**src/rtl/option_fifo_feeder.sv**
```systemverilog
// option_fifo_feeder: buffers generator line options and issues them to the solver, requeueing put-backs
module option_fifo_feeder #(
  parameter int LINE_W = 3,
  parameter int IND_W  = 5,
  parameter int DEPTH  = 64
) (
  input  logic                     clk,
  input  logic                     rst,
  input  logic                     gen_valid,
  input  logic [IND_W-1:0]         gen_line_ind,
  input  logic [LINE_W-1:0]        gen_option,
  output logic                     gen_ready,
  input  logic                     gen_last,
  output logic                     valid_op,
  output logic [IND_W-1:0]         op_line_ind,
  output logic [LINE_W-1:0]        op_option,
  input  logic                     sol_valid_out,
  input  logic                     put_back,
  output logic [$clog2(DEPTH):0]   count,
  output logic                     done,
  output logic                     stuck
);
  localparam int PW = $clog2(DEPTH);
  localparam int CW = PW + 1;
  typedef enum logic [1:0] {IDLE, ISSUE, WAIT} state_t;
  state_t state;
  logic [IND_W+LINE_W-1:0] mem [DEPTH];
  logic [PW-1:0] wp, rp;
  logic [CW-1:0] sweep_rem;
  logic progress, requeue, gen_acc, pop;
  assign requeue   = state == WAIT && sol_valid_out && put_back;
  assign pop       = state == ISSUE;
  assign gen_ready = !rst && (count + CW'(state == WAIT)) < CW'(DEPTH) && !requeue;
  assign gen_acc   = gen_valid && gen_ready;
  assign done      = !rst && gen_last && count == '0 && state != WAIT;
  always_ff @(posedge clk)
    if (requeue || gen_acc)
      mem[wp] <= requeue ? {op_line_ind, op_option} : {gen_line_ind, gen_option};
  always_ff @(posedge clk) begin
    if (rst) begin
      state       <= IDLE;
      wp          <= '0;
      rp          <= '0;
      count       <= '0;
      valid_op    <= 1'b0;
      op_line_ind <= '0;
      op_option   <= '0;
      sweep_rem   <= '0;
      progress    <= 1'b0;
      stuck       <= 1'b0;
    end else begin
      if (requeue || gen_acc) wp <= wp + 1'b1;
      count    <= count + CW'(requeue || gen_acc) - CW'(pop);
      valid_op <= pop;
      case (state)
        IDLE: if (count != '0 && !stuck && gen_last) state <= ISSUE;
        ISSUE: begin
          {op_line_ind, op_option} <= mem[rp];
          rp    <= rp + 1'b1;
          state <= WAIT;
          if (sweep_rem == '0) begin
            sweep_rem <= count;
            progress  <= 1'b0;
          end
        end
        WAIT: if (sol_valid_out) begin
          state     <= IDLE;
          sweep_rem <= sweep_rem - 1'b1;
          if (!put_back) progress <= 1'b1;
          if (sweep_rem == CW'(1) && !progress && put_back) stuck <= 1'b1;
        end
        default: state <= IDLE;
      endcase
    end
  end
endmodule

```
**config.mk**
```make
export PLATFORM = sky130hd
export DESIGN_NAME = option_fifo_feeder
export DESIGN_NICKNAME = d
export VERILOG_FILES = /design/src/rtl/option_fifo_feeder.sv
export SDC_FILE = /design/constraint.sdc
export NUM_CORES = 1
export LEC_CHECK = 0
export ABC_CLOCK_PERIOD_IN_PS = 3370
export BUFFER_PORTS_ARGS = -buffer_cell sky130_fd_sc_hd__buf_2
export CORE_UTILIZATION = 56
export CTS_CLUSTER_DIAMETER = 150
export CTS_CLUSTER_SIZE = 28
export DETAILED_ROUTE_END_ITERATION = 8
export HOLD_SLACK_MARGIN = 0.12
export PLACE_DENSITY = 0.75
export SETUP_SLACK_MARGIN = 0.2
export SYNTH_ARGS = -nofsm -noshare
export SYNTH_HDL_FRONTEND = slang
export SYNTH_SLANG_ARGS = --single-unit
```
**constraint.sdc**
```tcl
create_clock -name clk -period 3.37 [get_ports clk]
set_clock_uncertainty 0.15 [all_clocks]
set_input_delay 0.1685 -clock clk [delete_from_list [all_inputs] [get_ports clk]]
set_output_delay 0.1685 -clock clk [all_outputs]
set_load 0.005 [all_outputs]
```
==> results.tsv <==
stage	metric	value	unit
placed_design	portBuffers	32	
global_route	global_route.overflow_total	0	
power	vdd.ir_drop.worst	0.000309	V
power	switching_share	24.0	%
power	powerDensity	535	nW/um^2
global_route	antenna_found_initial	0	
layout	layout.cell_area.non_filler	24000	sq um
synthesis	post_synth_fa_ha_maj_area_fraction	0.945	%
synthesis	yosys_register_bits	551	
worst_setup_path	worstSetupStartpointType	register	
layout	fillCellCount	2689	
sta	total_negative_slack	0	ns
worst_setup_path	critPathMaxFanout	2	
synthesis	post_syn_nets	1256	
worst_setup_path	critical-path-top-delay-family	adder cells	
synthesis	main_combinational_cell_family_by_area_after_synthesis	multiplexers	
floorplan	rows	72	
synthesis	synth_compound_gate_area_share	4.74	%
global_route	grt_start_max_net_pins	65	
outcome	result_of_the_run	completed	
layout	regArea	16200	sq um
synthesis	post_synth_edffs	512	
floorplan	pin_count	33	
cts	cts.reportedPaths.clkPinSlew	0.11	ns
drt	drt_first_iter_violations	1609	
global_route	first_global_vias	11500	
synthesis	synthDistinctLibCells	61	
layout	drive_gt1_share	22.3	%
synthesis	synth.area.mux_share	13.2	%
cts	cts-root-to-sink-buffers	3	
cts	tritoncts.num_buffers	23	
min_path	min_delay_worst_endpoint	mem[0][5]$_DFFE_PP_	
power	p_switching	0.00309	W
min_path	worstHoldPathType	primary input to register	
worst_setup_path	r2r_start	count[3]$_SDFF_PP0_	
worst_setup_path	reg2reg_to	count[6]$_SDFF_PP0_	
worst_setup_path	critPathMostFrequentCell	ha_4	
global_route	grt_pass1_wl	72.4	mm
synthesis	yosys_warnings	0	
cts	cts_root_buf	clkbuf_16	
worst_setup_path	crit_buf_inv	3	
drt	wire_per_inst	26.0	um
synthesis	syn_area	22000	sq um
worst_setup_path	rrSetupSlack	0.21	ns
drt	routed_wirelength	48.2	mm
floorplan	design.die.area	40000	sq um
floorplan	die_x	200	um
sta	final.min_clock_period	3.16	ns
drt	vias	11700	
cts	clock_latency	0.57	ns
drt	route.detailed.drc	0	
worst_setup_path	worst_reg_to_reg_path_cell_count	16	
cts	clock_sink_count	551	
worst_setup_path	required	3.69	ns
sta	timing.slew.headroom	32.9	%
sta	final.period_utilization	93.7	%
worst_setup_path	timing.critical_path.cells	ha_4, nand4_1, o211a_1, or3_4, inv_4, ha_4, inv_4, ha_4, inv_2, fa_2, nand2b_4, a21oi_4, o21ai_2, a21oi_2, or3_1, a21oi_1	
synthesis	synthesis.instances	1226	
cts	htree_levels	1	
synthesis	syn_area_per_cell	17.9	sq um
sta	timing_hold_violations_final	0	
global_route	track_usage	24.2	%
min_path	min_path_cells	3	
sta	unrepaired_setup_endpoints_after_global_routing	yes	
worst_setup_path	path_class	register to register	
drt	drt_first_pass_iters	5	
power	internal_power	0.00976	W
flow_run	max-cap-violations	0	
min_path	hp-start	gen_line_ind[2]	
power	seq_power_share	60.1	%
placed_design	routabilityCongestion	0.893	
layout	multi_input_comb_area	5480	sq um
floorplan	core	38600	sq um
power	total_leakage_power	7.40	nW
power	p_comb_share	14.2	%
placed_design	post_dp_area	23100	sq um
power	power.share.clock	25.7	%
floorplan	start_util	56.9	%
layout	antenna_cells	0	
sta	setup_viol	0	
floorplan	die_height	200	um
sta	max_clock_freq	317	MHz
worst_setup_path	critical-path-slowest-cell	or3_4	
sta	actual_transition_at_the_worst_max_transition_pin	1.00	ns
synthesis	postSynth.topFlopCell	edfxtp_1	
worst_setup_path	cpPeakStageDelay	0.42	ns
synthesis	post_synth_and_or_nand_nor_area_fraction	5.03	%
worst_setup_path	end_kind	register	
placed_design	detailedPlacementHpwl	30.9	mm
cts	cts_tree	yes	
drt	post_drt_via_cell_ratio	6.33	
synthesis	asyncSetResetFlopFracSynth	0	%
layout	area_delta_synth_final	9.32	%
synthesis	synth_xor_xnor_area_share	0.558	%
drt	number_of_routed_nets_with_antenna_violations	0	
synthesis	sequential_cell_area_fraction_in_the_yosys_report	73.5	%
layout	final_net_count	1347	
worst_setup_path	cp_arrival	3.48	ns
sta	final_max_slew_viol_count	0	
## synthesized netlist by cell type (3+ instances only)
cell       number  share of area [%]
mux4_2         97                9.9
a32o_1          7               0.32
inv_2           4              0.068
nand4_1         5               0.14
buf_4           5               0.17
o2111ai_1       7               0.28
nand2b_1        6               0.17
buf_1           7               0.12
edfxtp_1      512                 70
nand3b_1        3               0.10
a211oi_1       15               0.51
or3_1           8               0.23
and2_1          3              0.085
clkbuf_1       23               0.39
buf_2          23               0.52
ha_1           15               0.85
a22oi_1        19               0.65
inv_1          12               0.20
a32oi_1         7               0.28
xnor2_1         5               0.20
nor3_1          7               0.16
xor2_1          9               0.36
o221ai_1        8               0.32
mux2i_1        70                3.2
o21ai_0        32               0.73
nor2b_1         9               0.26
nor3b_1         8               0.27
o22ai_1        15               0.43
nand2_1        65                1.1
nor2_1         98                1.7
nand3_1         6               0.14
a21oi_1        31               0.71
dfxtp_1        39                3.6
buf_6          11               0.56
nor2_2          3              0.085
## placed cells by master (no fill, tap or decap), types with 6 or more instances in the layout
master	instances
buf_4	91
buf_2	32
a22oi_1	19
o22ai_1	15
inv_1	10
xor2_1	9
a211oi_1	15
dlygate4sd3_1	6
a32o_1	7
nand2_2	9
mux2i_1	70
nor2_1	97
nor3_1	6
o21ai_0	31
nor3b_1	7
dfxtp_1	32
clkbuf_16	23
nand2_1	57
nor2b_1	9
mux4_2	97
a32oi_1	7
o221ai_1	8
edfxtp_1	512
nand3_1	6
ha_1	12
or3_1	7
o2111ai_1	7
clkbuf_1	17
a21oi_1	29
## layout make-up
cell class | instances | share of cell area [%]
flip-flops and latches | 551 | 67.3
multi-input cells | 590 | 22.8
repair buffers | 135 | 4.19
well taps | 518 | 2.70
clock buffers | 40 | 2.66
inverters | 16 | 0.271
clock inverters | 2 | 0.0833
## flip-flops by register name (all words and copies together), names as in the netlist
name and cells:
count 7, mem 512, op_line_ind 5, op_option 3, progress 1, rp 6, state 2, stuck 1
sweep_rem 7, valid_op 1, wp 6
## per-stage QoR
stage	hold slack, ns	std cells	power (W)	worst slack [ns]	utilization (%)
after floorplan	0.202	1226	0.00902	0.219	-
after global placement	0.309	1793	0.00947	0.192	59.8
after detailed placement	0.328	1793	0.00951	0.0770	59.8
after CTS	0.186	1847	0.0128	0.207	61.9
after global routing	0.230	1852	0.0133	0.0951	62.2
final	0.175	1852	0.0128	0.212	62.2
## worst register-to-register path, cell delays in order, from the launching register on
cell	delay [ns]
dfxtp_2	0.37
ha_4	0.13
nand4_1	0.13
o211a_1	0.26
or3_4	0.42
inv_4	0.08
ha_4	0.20
inv_4	0.05
ha_4	0.12
inv_2	0.04
fa_2	0.38
nand2b_4	0.16
a21oi_4	0.16
o21ai_2	0.08
a21oi_2	0.14
or3_1	0.12
a21oi_1	0.06
## cells by family after synthesis
group           Yosys count
mux                     168
buf+inv                  85
flops                   551
simple gates            237
compound gates          155
fa+ha+maj                16
xor+xnor                 14
## repair_timing
| item | CTS | global route |
|---|---|---|
| hold buffers | 6 | 0 |
| gates resized for setup | 4 | 15 |
| hold endpoints to repair | 31 | 0 |
| setup endpoints to repair | 1 | 10 |
| setup buffers | 6 | 5 |
| pin swaps | 3 | 8 |
## per-layer routing
metal  global-route usage [%]  share of wire, %
met1                     34.6                40
met2                     39.7                49
met3                     2.23               7.7
met4                     8.32               3.3
met5                        0                 0
## worst max-delay path by stage
stage,startpoint,end,slack (ns),cells past startpoint
floorplan,count[5]$_SDFF_PP0_,count[6]$_SDFF_PP0_,0.22,17
global placement,count[3]$_SDFF_PP0_,count[6]$_SDFF_PP0_,0.19,16
detailed placement,count[3]$_SDFF_PP0_,count[6]$_SDFF_PP0_,0.08,16
CTS,count[2]$_SDFF_PP0_,count[6]$_SDFF_PP0_,0.21,16
global route,count[3]$_SDFF_PP0_,count[6]$_SDFF_PP0_,0.1,16
finish,count[3]$_SDFF_PP0_,count[6]$_SDFF_PP0_,0.21,16
## power by group through the flow
| stage | Clock, W | Sequential (W) | Combinational [W] |
|---|---|---|---|
| global route | 0.00354 | 0.00774 | 0.00197 |
| detailed placement | 0 | 0.00788 | 0.00163 |
| finish | 0.00330 | 0.00772 | 0.00182 |
| CTS | 0.00334 | 0.00772 | 0.00172 |
| global placement | 0 | 0.00788 | 0.00159 |
| floorplan | 0 | 0.00783 | 0.00119 |
Power figures use the tool's default switching activity.
